--- config.mk ---
export PLATFORM = sky130hd
export DESIGN_NAME = hive_reg_spi_mc
export DESIGN_NICKNAME = d
export VERILOG_FILES = /design/src/rtl/hive_reg_spi_mc.sv
export SDC_FILE = /design/constraint.sdc
export NUM_CORES = 1
export LEC_CHECK = 0
export BUFFER_PORTS_ARGS = -buffer_cell sky130_fd_sc_hd__buf_4
export CORE_MARGIN = 2
export CORE_UTILIZATION = 55
export DETAILED_ROUTE_END_ITERATION = 10
export PLACE_DENSITY_LB_ADDON = 0.12
export SYNTH_ARGS = -nofsm -noshare
export SYNTH_HDL_FRONTEND = slang
export SYNTH_SLANG_ARGS = --single-unit
--- constraint.sdc ---
create_clock -name clk_i -period 3.5 [get_ports clk_i]
set_clock_uncertainty 0.15 [all_clocks]
set_input_delay 0.175 -clock clk_i [delete_from_list [all_inputs] [get_ports clk_i]]
set_output_delay 0.175 -clock clk_i [all_outputs]
set_load 0.005 [all_outputs]
--- src/rtl/hive_reg_spi_mc.sv ---
// hive_reg_spi_mc: SPI master on the hive register bus with several
// active-low chip selects, programmable length, SCLK divider and CPOL/CPHA.
// Register map: CFG at BASE_ADDR, DATA at BASE_ADDR+1, STAT at BASE_ADDR+2.
module hive_reg_spi_mc #(
    parameter int RBUS_ADDR_W = 8,
    parameter int ALU_W       = 32,
    parameter int BASE_ADDR   = 'h20,
    parameter int CS_N        = 4,
    parameter int DIV_W       = 8
) (
    input  logic                   clk_i,
    input  logic                   rst_i,
    input  logic [RBUS_ADDR_W-1:0] rbus_addr_i,
    input  logic                   rbus_wr_i,
    input  logic                   rbus_rd_i,
    input  logic [ALU_W-1:0]       rbus_wr_data_i,
    output logic [ALU_W-1:0]       rbus_rd_data_o,
    output logic                   scl_o,
    output logic [CS_N-1:0]        scs_o,
    output logic                   sdo_o,
    input  logic                   sdi_i,
    input  logic                   loop_i,
    output logic                   busy_o
);

    // CFG field layout
    localparam int CS_LSB  = 16;
    localparam int CS_W    = 4;
    localparam int LEN_LSB = 24;
    localparam int LEN_W   = 5;
    localparam int ECNT_W  = LEN_W + 1;

    localparam logic [RBUS_ADDR_W-1:0] A_CFG  = RBUS_ADDR_W'(BASE_ADDR);
    localparam logic [RBUS_ADDR_W-1:0] A_DATA = RBUS_ADDR_W'(BASE_ADDR + 1);
    localparam logic [RBUS_ADDR_W-1:0] A_STAT = RBUS_ADDR_W'(BASE_ADDR + 2);

    // Only the defined CFG fields are stored; the rest read back as zero
    localparam logic [ALU_W-1:0] CFG_MASK =
        ALU_W'(32'h1F0F_0000) | ALU_W'((64'd1 << (DIV_W + 2)) - 64'd1);

    typedef enum logic [1:0] {
        ST_IDLE  = 2'd0,
        ST_SETUP = 2'd1,
        ST_SHIFT = 2'd2,
        ST_HOLD  = 2'd3
    } state_t;

    // Chip-select pattern for a given index; out-of-range indices select nothing
    function automatic logic [CS_N-1:0] cs_decode(input logic [CS_W-1:0] idx);
        logic [CS_N-1:0] v;
        v = '1;
        for (int i = 0; i < CS_N; i++) begin
            if (idx == CS_W'(i)) begin
                v[i] = 1'b0;
            end else begin
                v[i] = 1'b1;
            end
        end
        return v;
    endfunction

    state_t                   state_r;
    logic [ALU_W-1:0]         cfg_r;
    logic [ALU_W-1:0]         data_r;
    logic [ALU_W-1:0]         tx_r;
    logic [ALU_W-1:0]         rx_r;
    logic                     ovf_r;
    logic                     start_r;
    logic [DIV_W-1:0]         cnt_r;
    logic [ECNT_W-1:0]        ecnt_r;
    logic                     scl_r;
    logic [CS_N-1:0]          scs_r;
    logic                     sdo_r;
    logic                     busy_r;
    logic [ALU_W-1:0]         rd_data_r;

    logic [DIV_W-1:0]         div_s;
    logic                     cpha_s;
    logic                     cpol_s;
    logic [CS_W-1:0]          cs_idx_s;
    logic [LEN_W-1:0]         len_m1_s;
    logic [LEN_W:0]           len_s;
    logic [ECNT_W-1:0]        last_edge_s;
    logic [7:0]               sh_s;
    logic [ALU_W-1:0]         tx_load_s;
    logic                     hit_cfg_s;
    logic                     hit_data_s;
    logic                     hit_stat_s;
    logic                     busy_any_s;
    logic                     sin_s;
    logic                     leading_s;

    // Field decode, address decode and transmit-word alignment
    always_comb begin
        div_s       = cfg_r[DIV_W-1:0];
        cpha_s      = cfg_r[DIV_W];
        cpol_s      = cfg_r[DIV_W+1];
        cs_idx_s    = cfg_r[CS_LSB +: CS_W];
        len_m1_s    = cfg_r[LEN_LSB +: LEN_W];
        len_s       = {1'b0, len_m1_s} + 6'd1;
        // index of the final SCLK edge is 2*len-1
        last_edge_s = {len_m1_s, 1'b1};
        // left-align the word so its MSB sits at the top of the shifter
        sh_s        = 8'(ALU_W) - {2'b00, len_s};
        tx_load_s   = rbus_wr_data_i << sh_s;
        hit_cfg_s   = (rbus_addr_i == A_CFG);
        hit_data_s  = (rbus_addr_i == A_DATA);
        hit_stat_s  = (rbus_addr_i == A_STAT);
        // a pending start counts as busy so a second DATA write cannot slip in
        busy_any_s  = busy_r | start_r;
        sin_s       = loop_i ? sdo_r : sdi_i;
        leading_s   = ~ecnt_r[0];
    end

    // Register writes, status flag and the transfer state machine
    always_ff @(posedge clk_i or negedge rst_i) begin
        if (!rst_i) begin
            state_r <= ST_IDLE;
            cfg_r   <= '0;
            data_r  <= '0;
            tx_r    <= '0;
            rx_r    <= '0;
            ovf_r   <= 1'b0;
            start_r <= 1'b0;
            cnt_r   <= '0;
            ecnt_r  <= '0;
            scl_r   <= 1'b0;
            scs_r   <= '1;
            sdo_r   <= 1'b0;
            busy_r  <= 1'b0;
        end else begin
            case (state_r)
                ST_IDLE: begin
                    scl_r  <= cpol_s;
                    scs_r  <= '1;
                    busy_r <= 1'b0;
                    if (start_r) begin
                        start_r <= 1'b0;
                        state_r <= ST_SETUP;
                        busy_r  <= 1'b1;
                        scs_r   <= cs_decode(cs_idx_s);
                        sdo_r   <= cpha_s ? 1'b0 : tx_r[ALU_W-1];
                        rx_r    <= '0;
                        cnt_r   <= div_s;
                        ecnt_r  <= '0;
                    end
                end
                ST_SETUP: begin
                    if (cnt_r == '0) begin
                        state_r <= ST_SHIFT;
                        cnt_r   <= div_s;
                    end else begin
                        cnt_r <= cnt_r - DIV_W'(1);
                    end
                end
                ST_SHIFT: begin
                    if (cnt_r == '0) begin
                        cnt_r <= div_s;
                        scl_r <= ~scl_r;
                        // CPHA=0 samples on leading edges, CPHA=1 on trailing edges
                        if (leading_s != cpha_s) begin
                            rx_r <= {rx_r[ALU_W-2:0], sin_s};
                        end else if (cpha_s) begin
                            sdo_r <= tx_r[ALU_W-1];
                            tx_r  <= tx_r << 1;
                        end else begin
                            sdo_r <= tx_r[ALU_W-2];
                            tx_r  <= tx_r << 1;
                        end
                        if (ecnt_r == last_edge_s) begin
                            state_r <= ST_HOLD;
                        end else begin
                            ecnt_r <= ecnt_r + ECNT_W'(1);
                        end
                    end else begin
                        cnt_r <= cnt_r - DIV_W'(1);
                    end
                end
                ST_HOLD: begin
                    if (cnt_r == '0) begin
                        state_r <= ST_IDLE;
                        busy_r  <= 1'b0;
                        scs_r   <= '1;
                        scl_r   <= cpol_s;
                        data_r  <= rx_r;
                    end else begin
                        cnt_r <= cnt_r - DIV_W'(1);
                    end
                end
                default: begin
                    state_r <= ST_IDLE;
                    busy_r  <= 1'b0;
                    scs_r   <= '1;
                end
            endcase

            // CFG write; the idle clock level follows the new CPOL at once
            if (rbus_wr_i && hit_cfg_s && !busy_any_s) begin
                cfg_r <= rbus_wr_data_i & CFG_MASK;
                scl_r <= rbus_wr_data_i[DIV_W+1];
            end

            // STAT read clears ovf; a simultaneous overrun still sets it
            if (rbus_rd_i && hit_stat_s) begin
                ovf_r <= 1'b0;
            end

            if (rbus_wr_i && hit_data_s) begin
                if (busy_any_s) begin
                    ovf_r <= 1'b1;
                end else begin
                    tx_r    <= tx_load_s;
                    start_r <= 1'b1;
                end
            end
        end
    end

    // Registered read data: valid the cycle after a read strobe, zero otherwise
    always_ff @(posedge clk_i or negedge rst_i) begin
        if (!rst_i) begin
            rd_data_r <= '0;
        end else if (rbus_rd_i) begin
            case (rbus_addr_i)
                A_CFG:   rd_data_r <= cfg_r;
                A_DATA:  rd_data_r <= data_r;
                A_STAT:  rd_data_r <= {{(ALU_W-2){1'b0}}, ovf_r, busy_r};
                default: rd_data_r <= '0;
            endcase
        end else begin
            rd_data_r <= '0;
        end
    end

    assign rbus_rd_data_o = rd_data_r;
    assign scl_o          = scl_r;
    assign scs_o          = scs_r;
    assign sdo_o          = sdo_r;
    assign busy_o         = busy_r;

endmodule

==> results of run 1 <==
==> per-layer routing <==
layer | part of all wire [%] | global-route usage, %
met1 | 44 | 41.48
met2 | 49 | 45.97
met3 | 4.9 | 4.998
met4 | 2.0 | 8.901
met5 | 0 | 0
==> Yosys cell counts, types with 3 or more instances <==
library cell,instances,area [um^2]
a22oi_1,22,165.2
o21ai_1,3,15.01
a311o_1,3,30.03
nor2b_1,5,31.28
o211ai_1,5,37.54
mux4_2,27,608.1
inv_1,19,71.32
mux2i_1,57,570.6
nand4_1,37,231.5
o22ai_1,18,112.6
buf_4,4,30.03
a221oi_1,3,26.28
clkbuf_1,48,180.2
a32oi_1,3,26.28
a21oi_1,27,135.1
o221ai_1,3,26.28
nor3_1,8,40.04
buf_2,10,50.05
a21o_1,4,30.03
o31ai_1,3,22.52
and3_1,16,100.1
nand2_1,54,202.7
buf_1,3,11.26
o21ai_0,31,155.2
xnor2_1,6,52.55
nand3_1,13,65.06
a21bo_2,31,310.3
mux2_2,60,675.7
dfrtp_1,168,4204
nor2_1,41,153.9
a31oi_1,14,87.58
o2111ai_1,3,26.28
dfstp_2,4,105.1
ha_1,7,87.58
==> registers in the layout, summed over array words and instances (netlist names) <==
signal          cells
data_r             32
rbus_rd_data_o     32
rx_r               32
tx_r               32
cfg_r              19
cnt_r               8
ecnt_r              6
scs_o               4
state_r             2
busy_o              1
ovf_r               1
scl_o               1
sdo_o               1
start_r             1
==> what timing repair did <==
| action | CTS | global route |
|---|---|---|
| hold buffers | 22 | 0 |
| gates resized for setup | 0 | 0 |
| endpoints found under the hold margin | 101 | 0 |
| setup endpoints to repair | 0 | 0 |
==> worst reg2reg max path, delay by kind of cell, from the launching register on <==
kind                   cells  cell delay, ns
DFF                        1            1.02
AOI/OAI and AO/OA          3            1.01
muxes                      1            0.39
buffers and inverters      1            0.25
==> cell families (layout without fill, tap and decap cells) <==
group	after synthesis	in the layout	share of synthesized area, %
buf+inv	86	186	4.073
compound gates	190	190	14.95
fa+ha+maj	7	7	0.9665
mux	145	145	20.59
simple gates	196	196	11.18
xor+xnor	7	7	0.6766
flops	172	172	47.56
==> area by class of cell <==
| type | count | share of cell area, % |
|---|---|---|
| multi-input cells | 545 | 40.88 |
| well taps | 216 | 2.512 |
| flip-flops and latches | 172 | 40.07 |
| inverters | 19 | 0.6629 |
| clock buffers | 18 | 4.082 |
| clock inverters | 14 | 1.593 |
| repair buffers | 135 | 10.20 |
==> power breakdown <==
part / switching (mW) / internal, mW
Combinational: 1.12 / 0.664
Clock: 0.872 / 1.10
Sequential: 0.202 / 2.22
Total: 2.19 / 3.98
==> layout by cell type, fill, tap and decap left out, types with 31 or more instances in the layout <==
master	n
buf_4	110
o21ai_0	31
mux2_2	60
nor2_1	40
mux2i_1	57
nand4_1	37
nand2_1	54
a21bo_2	31
dfrtp_1	167
==> worst min path at each step <==
| stage | endpoint | slack [ns] | cells after the start |
|---|---|---|---|
| after global routing | ovf_r$_DFF_PN0_ | 0.06 | 3 |
| after floorplan | busy_o$_DFFE_PN0P_ | -0.27 | 0 |
| after CTS | ovf_r$_DFF_PN0_ | 0.05 | 3 |
| after global placement | rbus_rd_data_o[6]$_DFF_PN0_ | 0.07 | 1 |
| after detailed placement | rbus_rd_data_o[7]$_DFF_PN0_ | 0.08 | 1 |
| final | ovf_r$_DFF_PN0_ | 0.06 | 3 |
==> stage by stage <==
step           power (mW)  hold WS (ns)
2_1_floorplan       3.630       -0.2706
3_3_place_gp        4.092       0.06647
3_5_place_dp        4.176       0.07951
4_1_cts             6.152       0.04610
5_1_grt             6.497       0.05913
6_report            6.168       0.05594
==> summary.md, run 1 <==
| Metric | Value |
|---|---|
| Status | `finished, final reports clean` |
| TritonCTS clock tree | `built` |
| CP Buf/Inv Count | `1` |
| Largest net degree at the start of global routing | `73` |
| Lkg Pwr | `4.802 nW` |
| Critical path fanouts, max | `26` |
| Final hold viol count | `0` |
| Hold Crit Start | `rbus_addr_i[0]` |
| WP data arrival | `3.08 ns` |
| Most common cell on crit path | `o21ai_0` |
| Max clock buf depth | `2` |
| Post-layout min period | `2.895 ns` |
| Least-Margin Pin Slew | `1.023 ns` |
| Seq/Total Area, Yosys | `47.56%` |
| Synth unique cells | `66` |
| Period utilisation layout | `82.71%` |
| RD Place Congestion | `0.9166` |
| Routed WL | `24700 um` |
| RR Endpoint | `tx_r[14]$_DFF_PN0_` |
| Worst-path clk slew | `0.07 ns` |
| Pre-Repair DR Iteration Count | `5` |
| Storage cell area | `4310 um^2` |
| Crit path from | `cfg_r[25]$_DFFE_PN0P_` |
| Post-CTS setup buffers | `0` |
| Total gr overflow | `0` |
| Drt wl/cell | `22.08 um` |
| Port Buffers | `84` |
| H-tree levels | `4` |
| Layout cell share with drive strength beyond 1 | `30.68%` |
| Fin util | `67.23%` |
| Crit path depth | `5` |
| Post-synth top flop | `dfrtp_1` |
| Starting Density | `56.63%` |
| Crit path capture | `tx_r[14]$_DFF_PN0_` |
| Maximum vdd drop | `0.0003448 V` |
| Initial DRC count | `659` |
| # DRC | `0` |
| Final Max Slew Viols | `0` |
| Slowest stage delay, CP | `1.02 ns` |
| Die Wd | `132.4 um` |
| Crit. End Element | `flip-flop` |
| Number of nets still failing antenna checks after routing | `0` |
| Core area | `16000 um^2` |
| Design area | `10760 um^2` |
| Initial antenna violation count | `0` |
| N_diodes | `0` |
| Ys async rst share | `100.0%` |
| Root cell of the clock tree | `clkbuf_16` |
| Synthesis-to-layout area growth | `18.72%` |
| Synthesized area | `9061 um^2` |
| Nets | `943` |
| Fmax | `345.4 MHz` |
| Hold Crit Class | `input port to flip-flop` |
| FILL cells | `1226` |
| Clock tree sinks | `172` |
| CP Class | `flip-flop to flip-flop` |
| Die height | `132.4 um` |
| Placed insts | `1065` |
| Critical Path Source Type | `flip-flop` |
| Number of global-route vias before repair | `7207` |
| Yosys synthesis warning count | `0` |
| Syn_area_per_cell | `11.28 um^2` |
| Placed cell area | `9927 um^2` |
| Syn Inst Count | `803` |
| Post-Layout Cell Count | `1119` |
| Setup Total Neg Slack | `0 ns` |
| RR Startpoint | `cfg_r[25]$_DFFE_PN0P_` |
| First-pass GRT wire length | `40280 um` |
| Skew-Pair Late Insertion Delay | `0.43 ns` |
| Num CTS Buffers | `17` |
| Slowest CP cell | `dfrtp_1` |
| Worst slew margin | `31.77%` |
| Row count | `46` |
| I/O Pins | `85` |
| RSZ-0062 raised after global routing | `false` |
| R2R cell count | `5` |
| Final setup viols | `0` |
| Seq cells post-synth | `172` |
| Final worst setup slack | `0.6050 ns` |
| CP cell instances | `inv_1, o21ai_0, mux2_2, o21ai_0, o22ai_1` |
| Gr usage total | `29.10%` |
| Vias | `7082` |
| Reg2reg setup slack | `0.61 ns` |
| Post-synth EDFFs | `0` |
| Max-Cap Viols | `0` |
| Pwr dens | `573.4 nW/um^2` |
| Area of the multi-input gates | `4398 um^2` |
| CP top delay family | `flip-flops` |
| Pre-CTS setup slack | `0.6575 ns` |
| DIE AREA | `17520 um^2` |
| Drt via density | `6.329` |
| Post-DP HPWL | `17350 um` |
| CP required | `3.69 ns` |
| Syn_nets | `856` |
Note: power is estimated with default switching activity, not from simulation.
==> inputs of run 2 (changes only) <==
--- a/config.mk
+++ b/config.mk
@@ -7,7 +7,7 @@
 export LEC_CHECK = 0
 export BUFFER_PORTS_ARGS = -buffer_cell sky130_fd_sc_hd__buf_4
 export CORE_MARGIN = 2
-export CORE_UTILIZATION = 55
+export CORE_UTILIZATION = 54
 export DETAILED_ROUTE_END_ITERATION = 10
 export PLACE_DENSITY_LB_ADDON = 0.12
 export SYNTH_ARGS = -nofsm -noshare
==> constraint.sdc (replaced) <==
create_clock -name clk_i -period 2.35 [get_ports clk_i]
set_clock_uncertainty 0.15 [all_clocks]
set_input_delay 0.1175 -clock clk_i [delete_from_list [all_inputs] [get_ports clk_i]]
set_output_delay 0.1175 -clock clk_i [all_outputs]
set_load 0.005 [all_outputs]
==> run 2 against run 1 <==
  * Register-to-register slack got worse by 0.51 ns
  * Clock power rose by 54%
  * Critical path depth rose by 2
  * Maximum frequency rose by 28%
  * Cell area rose by 4.1%
  * Routed wire length rose by 2.0%
  * Final cell count rose by 3.3%
  * Critical path type unchanged
  * Critical endpoint is now tx_r[11]$_DFF_PN0_
  * Largest cell class unchanged
==> summary.md, run 2 (synthesis gave the netlist of run 1 again) <==
| Metric | Value |
|---|---|
| Status | `finished, final reports clean` |
| Routed WL | `25190 um (+2.0%)` |
| Layout cell share with drive strength beyond 1 | `33.97% (+3.3 points)` |
| Drt wl/cell | `21.79 um (-1.3%)` |
| Drt via density | `6.374 (+0.71%)` |
| CP cell instances | `buf_12, mux4_2, mux2i_2, buf_4, nor2_1, a21oi_1, o22ai_1` |
| Slowest CP cell | `mux4_2` |
| Post-CTS setup buffers | `0 (unchanged)` |
| Global route hottest layer | `met2` |
| Num CTS Buffers | `17 (unchanged)` |
| Root cell of the clock tree | `clkbuf_16` |
| Maximum vdd drop | `0.0005568 V (+61%)` |
| Final setup viols | `0 (unchanged)` |
| RD Place Congestion | `0.9230 (+0.70%)` |
| Gr usage total | `28.99% (-0.12 points)` |
| Worst slew margin | `52.66% (+21 points)` |
| Most frequent cells in the layout | `167 x dfrtp_1, 131 x buf_4, 60 x mux2_2` |
| Max clock buf depth | `2 (unchanged)` |
| Fin util | `67.99% (+0.76 points)` |
| Critical path fanouts, max | `16 (-38%)` |
| GRT met1 Usage | `40.84% (-0.65 points)` |
| Slowest stage delay, CP | `0.55 ns (-0.47 ns)` |
| Row count | `47 (+2.2%)` |
| Die Wd | `133.5 um (+0.89%)` |
| Commonest non-fill, non-tap cell in the layout | `dfrtp_1` |
| CP Class | `flip-flop to flip-flop` |
| I/O Pins | `85 (unchanged)` |
| CP required | `2.50 ns (-1.19 ns)` |
| Pwr dens | `860.4 nW/um^2 (+50%)` |
| Placed cell area | `10220 um^2 (+3.0%)` |
| Nets | `976 (+3.5%)` |
| Met3 GRT Util | `3.539% (-1.5 points)` |
| Final Max Slew Viols | `0 (unchanged)` |
| WP data arrival | `2.41 ns (-0.67 ns)` |
| CP top delay family | `multiplexers` |
| Fmax | `442.9 MHz (+28%)` |
| Design area | `11200 um^2 (+4.1%)` |
| Hold Crit Class | `input port to async pin` |
| Post-Layout Cell Count | `1156 (+3.3%)` |
| Largest net degree at the start of global routing | `53 (-27%)` |
| Initial antenna violation count | `1 (+1)` |
| Pre-Repair DR Iteration Count | `5 (unchanged)` |
| Period utilisation layout | `96.09% (+13 points)` |
| RSZ-0062 raised after global routing | `true` |
| Final hold viol count | `0 (unchanged)` |
| Pre-CTS setup slack | `-0.02404 ns (-0.6815 ns)` |
| Die height | `133.5 um (+0.89%)` |
| Met2 usage | `47.39% (+1.4 points)` |
| Vias | `7368 (+4.0%)` |
| Critical Path Source Type | `flip-flop` |
| Post-DP HPWL | `17680 um (+1.9%)` |
| Total gr overflow | `0 (unchanged)` |
| DIE AREA | `17830 um^2 (+1.8%)` |
| Initial DRC count | `638 (-3.2%)` |
| First-pass GRT wire length | `40160 um (-0.29%)` |
| Number of nets still failing antenna checks after routing | `0 (unchanged)` |
| Max-Cap Viols | `0 (unchanged)` |
| Skew-Pair Late Insertion Delay | `0.44 ns (about the same)` |
| Crit. End Element | `flip-flop` |
| Lkg Pwr | `5.005 nW (+4.2%)` |
| Post-layout min period | `2.258 ns (-0.6369 ns)` |
| Synthesis-to-layout area growth | `23.56%` |
| Setup Total Neg Slack | `0 ns (unchanged)` |
| Placed insts | `1098 (+3.1%)` |
| TritonCTS clock tree | `built` |
| Clock tree sinks | `172 (unchanged)` |
| H-tree levels | `4 (unchanged)` |
| CP Buf/Inv Count | `2 (+1)` |
| Number of global-route vias before repair | `7399 (+2.7%)` |
| Final worst setup slack | `0.09193 ns (-0.5131 ns)` |
| N_diodes | `0 (unchanged)` |
| Least-Margin Pin Slew | `0.7101 ns (-0.3133 ns)` |
| # DRC | `0 (unchanged)` |
| Starting Density | `55.03% (-1.6 points)` |
| Port Buffers | `84 (unchanged)` |
| Core area | `16470 um^2 (+2.9%)` |
| Worst-path clk slew | `0.08 ns (about the same)` |
-- run 2: area by class of cell --
class	instances	area, um^2
Clock buffer	17	425.4
Clock inverter	15	226.5
Fill cell	1251	5270
Inverter	19	71.32
Multi-Input combinational cell	545	4446
Sequential cell	172	4310
Tap cell	220	275.3
Timing Repair Buffer	168	1441
-- run 2: per-layer routing --
metal,share of wire (%),vias up
li1,-,3265
met1,43,3778
met2,49,288
met3,5.7,37
met4,2.0,0
met5,0,-
-- run 2: worst paths after layout --
check,start,to,slack [ns],cells past startpoint
max,cfg_r[24]$_DFFE_PN0P_,tx_r[11]$_DFF_PN0_,0.09,7
min,rst_i,rbus_rd_data_o[6]$_DFF_PN0_,0.04,2
max reg2reg,cfg_r[24]$_DFFE_PN0P_,tx_r[11]$_DFF_PN0_,0.09,7
min reg2reg,rx_r[31]$_DFFE_PN0P_,rx_r[31]$_DFFE_PN0P_,0.35,1
max in group asynchronous,rst_i,scs_o[1]$_DFFE_PN1P_,1.26,3
min in group clk_i,rbus_wr_i,cfg_r[9]$_DFFE_PN0P_,0.14,5
-- run 2: timing repair --
item	in CTS	in global routing
endpoints found under the setup margin	8	14
hold endpoints to repair	207	0
hold buffers	26	0
gates resized for setup	2	17
-- run 2: metrics by stage --
step / hold WS, ns / power, mW
after floorplan: -0.3281 / 5.407
after global placement: -0.03839 / 6.362
after detailed placement: -0.04100 / 6.467
after CTS: 0.06729 / 9.589
after global routing: 0.1001 / 10.10
final: 0.04244 / 9.633
-- run 2: where the power goes --
| part | switching, mW | internal [mW] |
|---|---|---|
| clock | 1.39 | 1.66 |
| sequential | 0.270 | 3.30 |
| combinational | 1.82 | 1.20 |
| total | 3.47 | 6.16 |
==> inputs of run 3 (changes only) <==
--- a/config.mk
+++ b/config.mk
@@ -10,6 +10,7 @@
 export CORE_UTILIZATION = 54
 export DETAILED_ROUTE_END_ITERATION = 10
 export PLACE_DENSITY_LB_ADDON = 0.12
+export REMOVE_ABC_BUFFERS = 1
 export SYNTH_ARGS = -nofsm -noshare
 export SYNTH_HDL_FRONTEND = slang
 export SYNTH_SLANG_ARGS = --single-unit
==> constraint.sdc (replaced) <==
create_clock -name clk_i -period 2.35 [get_ports clk_i]
set_clock_uncertainty 0.15 [all_clocks]
set_input_delay 0.1175 -clock clk_i [delete_from_list [all_inputs] [get_ports clk_i]]
set_output_delay 0.1175 -clock clk_i [all_outputs]
set_load 0.01 [all_outputs]
==> run 3 against run 2 <==
  * Sequential cell count did not move
  * Critical path depth fell by 1
  * Setup slack improved by 0.0073 ns
  * Routed wire length fell by 0.62%
  * Non-clock buffer count fell by 9
  * Sequential power barely moved
  * First-iteration DRC count rose by 18%
  * Die area did not move
==> summary.md, run 3 (synthesis gave the netlist of run 1 again) <==
| Metric | Value |
|---|---|
| Reg2reg setup slack | `0.1 ns (about the same)` |
| Port Buffers | `84 (unchanged)` |
| Fmax | `444.3 MHz (+0.32%)` |
| RD Place Congestion | `0.9847 (+6.7%)` |
| # DRC | `0 (unchanged)` |
| Post-layout min period | `2.251 ns (-0.007311 ns)` |
| Gr usage total | `28.77% (-0.21 points)` |
| Die height | `133.5 um (unchanged)` |
| Placed cell area | `10190 um^2 (-0.34%)` |
| Slowest stage delay, CP | `0.54 ns (about the same)` |
| Sequential share of power | `38.5% (+1.4 points)` |
| Number of nets still failing antenna checks after routing | `0 (unchanged)` |
| Drt via density | `6.273 (-1.6%)` |
| Design area | `11060 um^2 (-1.2%)` |
| Slowest CP cell | `mux4_2` |
| Routed WL | `25040 um (-0.62%)` |
| Internal power | `6.038 mW (-2.0%)` |
| Sw frac | `35.16% (-0.90 points)` |
| Starting Density | `55.03% (unchanged)` |
| Synthesis-to-layout area growth | `22.04%` |
| Initial DRC count | `754 (+18%)` |
| Nets | `967 (-0.92%)` |
| Pre-Repair DR Iteration Count | `5 (unchanged)` |
| Worst slew margin | `53.95% (+1.3 points)` |
| Drt wl/cell | `21.83 um (+0.16%)` |
| Commonest non-fill, non-tap cell in the layout | `dfrtp_1` |
| CP Class | `flip-flop to flip-flop` |
| Max-Cap Viols | `0 (unchanged)` |
| Critical Path Source Type | `flip-flop` |
| Final Max Slew Viols | `0 (unchanged)` |
| Total gr overflow | `0 (unchanged)` |
| Final setup viols | `0 (unchanged)` |
| Pwr dens | `842.1 nW/um^2 (-2.1%)` |
| Power Total | `9.312 mW (-3.3%)` |
| Row count | `47 (unchanged)` |
| Post-CTS setup buffers | `0 (unchanged)` |
| DIE AREA | `17830 um^2 (unchanged)` |
| Max clock buf depth | `2 (unchanged)` |
| Root cell of the clock tree | `clkbuf_16` |
| RSZ-0062 raised after global routing | `true` |
| Critical path fanouts, max | `15 (-1)` |
| CP cell instances | `buf_12, mux4_2, mux2i_1, o22ai_1, nor3_1, a31oi_1` |
| Least-Margin Pin Slew | `0.6844 ns (-0.02568 ns)` |
| First-pass GRT wire length | `40350 um (+0.47%)` |
| Worst-path clk slew | `0.07 ns (about the same)` |
| Clock power share | `30.0% (-1.6 points)` |
| Combinational share of power | `31.4% (about the same)` |
| I/O Pins | `85 (unchanged)` |
| Post-DP HPWL | `17650 um (-0.15%)` |
| Clock tree sinks | `172 (unchanged)` |
| Skew-Pair Late Insertion Delay | `0.43 ns (about the same)` |
| Period utilisation layout | `95.78% (-0.31 points)` |
| CP Buf/Inv Count | `1 (-1)` |
| Largest net degree at the start of global routing | `62 (+17%)` |
| Maximum vdd drop | `0.0008372 V (+50%)` |
| Number of global-route vias before repair | `7225 (-2.4%)` |
| N_diodes | `0 (unchanged)` |
| Crit. End Element | `flip-flop` |
| Layout cell share with drive strength beyond 1 | `32.79% (-1.2 points)` |
| Hold Crit Class | `input port to flip-flop` |
| Most frequent cells in the layout | `167 x dfrtp_1, 122 x buf_4, 60 x mux2_2` |
| Core area | `16470 um^2 (unchanged)` |
| P_sw | `3.274 mW (-5.7%)` |
| Initial antenna violation count | `0 (-1)` |
| Status | `finished, final reports clean` |
| CP required | `2.49 ns (about the same)` |
| CP top delay family | `multiplexers` |
| Lkg Pwr | `4.948 nW (-1.2%)` |
| Num CTS Buffers | `17 (unchanged)` |
| Die Wd | `133.5 um (unchanged)` |
| TritonCTS clock tree | `built` |
| H-tree levels | `4 (unchanged)` |
| WP data arrival | `2.39 ns (-0.02 ns)` |
| Vias | `7195 (-2.3%)` |
| Final hold viol count | `0 (unchanged)` |
## run 3: cell types whose count changed in the layout (fill, tap and decap cells not counted), moves of 3 or more
cell      before  now
buf_4        131  122
clkinv_8       5    0
mux2i_1       53   57
mux2i_2        4    0
o21ai_1        4    1
## run 3: stage by stage
step	cells	hold slack (ns)	utilization, %	setup slack [ns]	TNS (ns)
floorplan	736	-0.3281	-	-1.804	-104.96
global placement	1090	-0.01169	61.88	0.1085	0
detailed placement	1090	-0.01213	61.88	0.08007	0
CTS	1146	0.001291	66.90	0.07534	0
global route	1147	0.006865	67.16	-0.006099	-0.006099
finish	1147	0.003273	67.16	0.09925	0
## run 3: metal layers
layer / wire, um / GRT usage (%)
met3: 1365 / 4.947
met4: 581 / 8.038
met5: 0 / 0
met1: 11340 / 42.19
met2: 11750 / 44.53
## run 3: layout make-up
cell class / count / area, um^2
fill: 1273 / 5408
multi-input combinational: 545 / 4412
timing repair buffer: 159 / 1404
tap: 220 / 275.3
sequential: 172 / 4310
clock buffer: 20 / 456.7
inverter: 19 / 71.32
clock inverter: 12 / 128.9
## run 3: power groups by stage
stage / logic [mW] / registers, mW / clock network (mW)
5_1_grt: 3.18 / 3.62 / 2.98
3_3_place_gp: 2.73 / 3.61 / 0
4_1_cts: 2.85 / 3.57 / 2.82
2_1_floorplan: 1.73 / 3.56 / 0
6_report: 2.93 / 3.59 / 2.80
3_5_place_dp: 2.81 / 3.62 / 0
## run 3: timing repair
item	4_1_cts	5_1_grt
hold endpoints to repair	97	0
gates resized for setup	0	8
hold buffers	24	0
endpoints found under the setup margin	0	16
## run 3: final timing paths
check,to,cells after the start,start
worst max-delay path,tx_r[24]$_DFF_PN0_,6,cfg_r[24]$_DFFE_PN0P_
worst min-delay path,rx_r[0]$_DFFE_PN0P_,4,loop_i
worst max register to register,tx_r[24]$_DFF_PN0_,6,cfg_r[24]$_DFFE_PN0P_
worst min register to register,rx_r[31]$_DFFE_PN0P_,1,rx_r[31]$_DFFE_PN0P_
max in group asynchronous,tx_r[26]$_DFF_PN0_,3,rst_i
min in group asynchronous,data_r[21]$_DFFE_PN0P_,2,rst_i
## run 3: worst register-to-register path: cells and delay by family (launching register included)
kind,cells,cell delay [ns]
muxes,2,0.92
buffers and inverters,1,0.18
AOI/OAI and AO/OA,2,0.24
DFF,1,0.43
and+or+nand+nor,1,0.20
